$ cat src/rtl/cmd_tx.sv
// Remote-side command transmitter: sends a 16-bit command as two 8N1 UART bytes, high byte first.
// TX, tx_busy and cmd_snt are all registered.
module cmd_tx #(
  parameter int unsigned BAUD_DIV = 2604
) (
  input  logic        clk,
  input  logic        rst,
  input  logic [15:0] cmd,
  input  logic        snd_cmd,
  output logic        TX,
  output logic        tx_busy,
  output logic        cmd_snt
);

  localparam int unsigned CNT_W  = 12;
  localparam int unsigned BIT_W  = 3;
  localparam int unsigned BYTE_W = 8;
  localparam int unsigned CMD_W  = 16;

  typedef enum logic [2:0] {
    IDLE,
    HI_START,
    HI_DATA,
    HI_STOP,
    LO_START,
    LO_DATA,
    LO_STOP
  } state_t;

  state_t              state_q, state_d;
  logic [CNT_W-1:0]    baud_q, baud_d;
  logic [BIT_W-1:0]    bit_q, bit_d;
  logic [BYTE_W-1:0]   shift_q, shift_d;
  logic [CMD_W-1:0]    hold_q, hold_d;
  logic                tx_q, tx_d;
  logic                busy_q, busy_d;
  logic                snt_q, snt_d;
  logic                bound;

  assign bound = (baud_q == CNT_W'(BAUD_DIV - 1));

  // Next-state, baud/bit timing and registered line level
  always_comb begin
    state_d = state_q;
    baud_d  = baud_q;
    bit_d   = bit_q;
    shift_d = shift_q;
    hold_d  = hold_q;
    busy_d  = busy_q;
    snt_d   = snt_q;
    tx_d    = 1'b1;

    if (state_q != IDLE) begin
      baud_d = bound ? '0 : baud_q + CNT_W'(1);
    end

    unique case (state_q)
      IDLE: begin
        if (snd_cmd) begin
          hold_d  = cmd;
          state_d = HI_START;
          busy_d  = 1'b1;
          snt_d   = 1'b0;
          baud_d  = '0;
          bit_d   = '0;
        end
      end
      HI_START: begin
        if (bound) begin
          state_d = HI_DATA;
          shift_d = hold_q[15:8];
          bit_d   = '0;
        end
      end
      HI_DATA: begin
        if (bound) begin
          shift_d = {1'b0, shift_q[BYTE_W-1:1]};
          bit_d   = bit_q + BIT_W'(1);
          if (bit_q == BIT_W'(7)) state_d = HI_STOP;
        end
      end
      HI_STOP: begin
        if (bound) state_d = LO_START;
      end
      LO_START: begin
        if (bound) begin
          state_d = LO_DATA;
          shift_d = hold_q[7:0];
          bit_d   = '0;
        end
      end
      LO_DATA: begin
        if (bound) begin
          shift_d = {1'b0, shift_q[BYTE_W-1:1]};
          bit_d   = bit_q + BIT_W'(1);
          if (bit_q == BIT_W'(7)) state_d = LO_STOP;
        end
      end
      LO_STOP: begin
        if (bound) begin
          state_d = IDLE;
          busy_d  = 1'b0;
          snt_d   = 1'b1;
        end
      end
      default: state_d = IDLE;
    endcase

    // Line level follows the current state, so TX lags the state by one clock
    unique case (state_q)
      HI_START, LO_START: tx_d = 1'b0;
      HI_DATA, LO_DATA:   tx_d = shift_q[0];
      default:            tx_d = 1'b1;
    endcase
  end

  always_ff @(posedge clk) begin
    if (rst) begin
      state_q <= IDLE;
      baud_q  <= '0;
      bit_q   <= '0;
      shift_q <= '0;
      hold_q  <= '0;
      tx_q    <= 1'b1;
      busy_q  <= 1'b0;
      snt_q   <= 1'b0;
    end else begin
      state_q <= state_d;
      baud_q  <= baud_d;
      bit_q   <= bit_d;
      shift_q <= shift_d;
      hold_q  <= hold_d;
      tx_q    <= tx_d;
      busy_q  <= busy_d;
      snt_q   <= snt_d;
    end
  end

  assign TX      = tx_q;
  assign tx_busy = busy_q;
  assign cmd_snt = snt_q;

endmodule
$ cat config.mk
export PLATFORM = sky130hd
export DESIGN_NAME = cmd_tx
export DESIGN_NICKNAME = d
export VERILOG_FILES = /design/src/rtl/cmd_tx.sv
export SDC_FILE = /design/constraint.sdc
export NUM_CORES = 1
export LEC_CHECK = 0
export ABC_AREA = 1
export ABC_CLOCK_PERIOD_IN_PS = 1900
export CAP_MARGIN = 20
export CORE_MARGIN = 10
export CORE_UTILIZATION = 37
export DETAILED_ROUTE_END_ITERATION = 12
export HOLD_SLACK_MARGIN = 0.15
export PLACE_DENSITY_LB_ADDON = 0.05
export SYNTH_ARGS = -nofsm -noshare
export SYNTH_HDL_FRONTEND = slang
export SYNTH_SLANG_ARGS = --single-unit
$ cat constraint.sdc
create_clock -name clk -period 1.9 [get_ports clk]
set_input_delay 0.38 -clock clk [delete_from_list [all_inputs] [get_ports clk]]
set_output_delay 0.38 -clock clk [all_outputs]
set_load 0.05 [all_outputs]
==> flow_metrics.env <==
export IMPL_status="complete, no violations"
export IMPL_endpoint="tx_busy"
export IMPL_async_reset_ff_share_pct=0
export IMPL_syn_num_nets=342
export IMPL_portBuffers=21
export IMPL_synth_top_area_cell="dfxtp_1"
export IMPL_fin_crit_ps=1820
export IMPL_synth_top_cell_area_share_pct=41.0
export IMPL_synth_edff_count=0
export IMPL_regToRegSetupSlack_ps=280
export IMPL_start_util_pct=38.9
export IMPL_final_cell_mix="99 x nand2_1, 45 x dfxtp_1, 32 x a21oi_1, 28 x nor2_1, 27 x nand3_1"
export IMPL_finalNetCount=365
export IMPL_firstDrtPassIters=5
export IMPL_drv_slew=0
export IMPL_placed_area_sq_um=2480
export IMPL_powerDensity_nw_per_um2=1170
export IMPL_vias=1991
export IMPL_grt_max_degree=19
export IMPL_clk_transition_reported_paths_ps=90
export IMPL_antenna_found_initial=0
export IMPL_layout_drive_gt1_share_pct=9.59
export IMPL_final_common_cell="nand2_1"
export IMPL_max_stage_delay_ps=800
export IMPL_finalHoldViolations=0
export IMPL_fp_row_count=27
export IMPL_critPathTopFamily="buffers and inverters"
export IMPL_startpoint="tx_busy$_SDFFE_PP0P_"
export IMPL_clockBufferDepth=2
export IMPL_reg2reg_from="baud_q[1]$_SDFF_PP0_"
export IMPL_die_height_um=97.0
export IMPL_slew_headroom_pct=66.9
export IMPL_syn_inst=320
export IMPL_power_leakage_nw=1.06
export IMPL_crit_path_end_kind="primary output"
export IMPL_ys_warn_count=0
export IMPL_instances_no_fill=416
export IMPL_setup_tns_ps=0
export IMPL_fmaxAchievable_mhz=549
export IMPL_cp_data_arrival_time_ps=1440
export IMPL_clock_sinks=45
export IMPL_hold_path_class="reg2reg"
export IMPL_grt_pass1_vias=1809
export IMPL_die_width_um=97.0
export IMPL_die_area_sq_um=9410
export IMPL_required_ps=1520
export IMPL_finalSetupViolCount=0
export IMPL_cts_tree="yes"
export IMPL_combPwrFrac_pct=39.0
export IMPL_dp_cells=408
export IMPL_crit_cells=1
export IMPL_cts_resized=0
export IMPL_avgRoutedWirePerCell_um=12.5
export IMPL_grt_pass1_wl_mm=8.83
export IMPL_startpoint_type="register"
export IMPL_seq_area_frac_synth_pct=41.0
export IMPL_routed_wl_mm=5.20
export IMPL_rsz0062_at_grt="no"
export IMPL_antenna_cells=0
export IMPL_clk_latency_ps=300
export IMPL_reg2reg_to="shift_q[7]$_SDFFE_PP0P_"
export IMPL_utilization_pct=45.7
export IMPL_root_buffer="clkbuf_8"
export IMPL_hpwl_mm=3.76
export IMPL_reg2reg_depth=8
export IMPL_skew_ps=2.19
export IMPL_cap_violations=0
export IMPL_tightest_slew_ps=494
export IMPL_gr_usage_all_layers_pct=10.8
export IMPL_gr_total_overflow=0
export IMPL_p_int_mw=1.77
export IMPL_finalInstanceArea_sq_um=2580
export IMPL_postCtsSetupBuffers=0
export IMPL_worstSetupPathType="reg2out"
export IMPL_avgSynthCellArea_sq_um=6.86
export IMPL_drtIter0Drc=115
export IMPL_drc=0
export IMPL_synth_cell_type_count=25
export IMPL_crit_buf_inv=1
export IMPL_hold_buffers=0
export IMPL_ir_drop_mv=0.587
export IMPL_coreArea_sq_um=5640
export IMPL_switchingPower_mw=1.26
export IMPL_p_clk_share_pct=21.7
export IMPL_p_sw_share_pct=41.6
export IMPL_vias_per_cell=4.79
export IMPL_synth_flop_cell="dfxtp_1"
export IMPL_gp_congestion=0.777
export IMPL_netlist_area_sq_um=2190
export IMPL_area_delta_synth_final_pct=17.4
export IMPL_htreeDepth=2
export IMPL_crit_chain="clkdlybuf4s50_1"
export IMPL_finalCritPeriodShare_pct=95.9
export IMPL_synthTopCellsByArea="dfxtp_1 41%, nand2_1 17%, a21oi_1 7.3%, nand3_1 6.2%, nor2_1 4.8%"
export IMPL_final_antenna_net_count=0
export IMPL_cts_made_buffers=5
export IMPL_ios=22
export IMPL_holdWs_ps=458
export IMPL_seqPwrFrac_pct=39.3
export IMPL_synth_seq_cells=45
export IMPL_path_max_fanout=2
export IMPL_cp_slowest_cell="clkdlybuf4s50_1"
## flip-flops by register name (all words and copies together) (netlist names)
register	count
bit_q	3
TX	1
hold_q	16
cmd_snt	1
tx_busy	1
state_q	3
shift_q	8
baud_q	12
## final cells by class
cell class,count,area (sq um)
clock inverter,2,17.5
tap,72,90.1
sequential,45,901
clock buffer,6,82.6
multi-input combinational,232,1110
timing repair buffer,29,268
fill,589,3060
inverter,30,113
## per-layer routing
layer	vias up	GRT usage, %	wire (um)
met2	29	16.4	2260
met5	-	0	0
met1	878	14.5	2700
li1	1080	-	-
met3	4	3.05	187
met4	0	3.04	40
## kinds of logic after synthesis
kind of cell               after synthesis  share of synthesized area (%)
DFF                                     45                           41.0
xor gates and xnor gates                 1                          0.399
AOI/OAI and AO/OA                       58                           14.3
and+or+nand+nor                        170                           34.0
adders and majority gates                3                           1.71
buffers and inverters                   43                           8.55
## cells in the mapped netlist (4+ instances only)
cell type	count
nand3_1	27
inv_1	24
nor2_4	4
nor2_1	28
dfxtp_1	45
nand4_1	5
clkbuf_1	4
o21ai_0	18
buf_2	6
a21oi_1	32
a22oi_1	6
inv_2	6
nand2_1	99
## stage by stage
step                      total power [mW]  setup WS [ps]
final                                 3.02           78.2
after global routing                  3.26           41.8
after CTS                             3.06           61.6
after detailed placement              2.41            236
after global placement                2.41            222
after floorplan                       2.11            507
## power groups by stage
stage / clock, mW / combinational [mW] / sequential, mW
finish: 0.656 / 1.18 / 1.19
global route: 0.716 / 1.34 / 1.21
CTS: 0.675 / 1.20 / 1.19
detailed placement: 0 / 1.20 / 1.21
global placement: 0 / 1.20 / 1.21
floorplan: 0 / 0.913 / 1.19
## tightest hold or removal path, delay by kind of cell, from the launching register on
family | cells | cell delay (ps)
flops | 1 | 310
buf+inv | 1 | 60
compound gates | 1 | 60
## worst min path at each step
| stage | cells past startpoint | endpoint | slack [ps] | from |
|---|---|---|---|---|
| floorplan | 2 | hold_q[15]$_SDFFE_PP0P_ | 420 | hold_q[15]$_SDFFE_PP0P_ |
| global placement | 2 | hold_q[15]$_SDFFE_PP0P_ | 440 | hold_q[15]$_SDFFE_PP0P_ |
| detailed placement | 2 | hold_q[15]$_SDFFE_PP0P_ | 450 | hold_q[15]$_SDFFE_PP0P_ |
| CTS | 2 | hold_q[15]$_SDFFE_PP0P_ | 460 | hold_q[15]$_SDFFE_PP0P_ |
| global route | 2 | hold_q[3]$_SDFFE_PP0P_ | 490 | hold_q[3]$_SDFFE_PP0P_ |
| finish | 2 | hold_q[15]$_SDFFE_PP0P_ | 460 | hold_q[15]$_SDFFE_PP0P_ |
(Power assumes the default switching activity.)
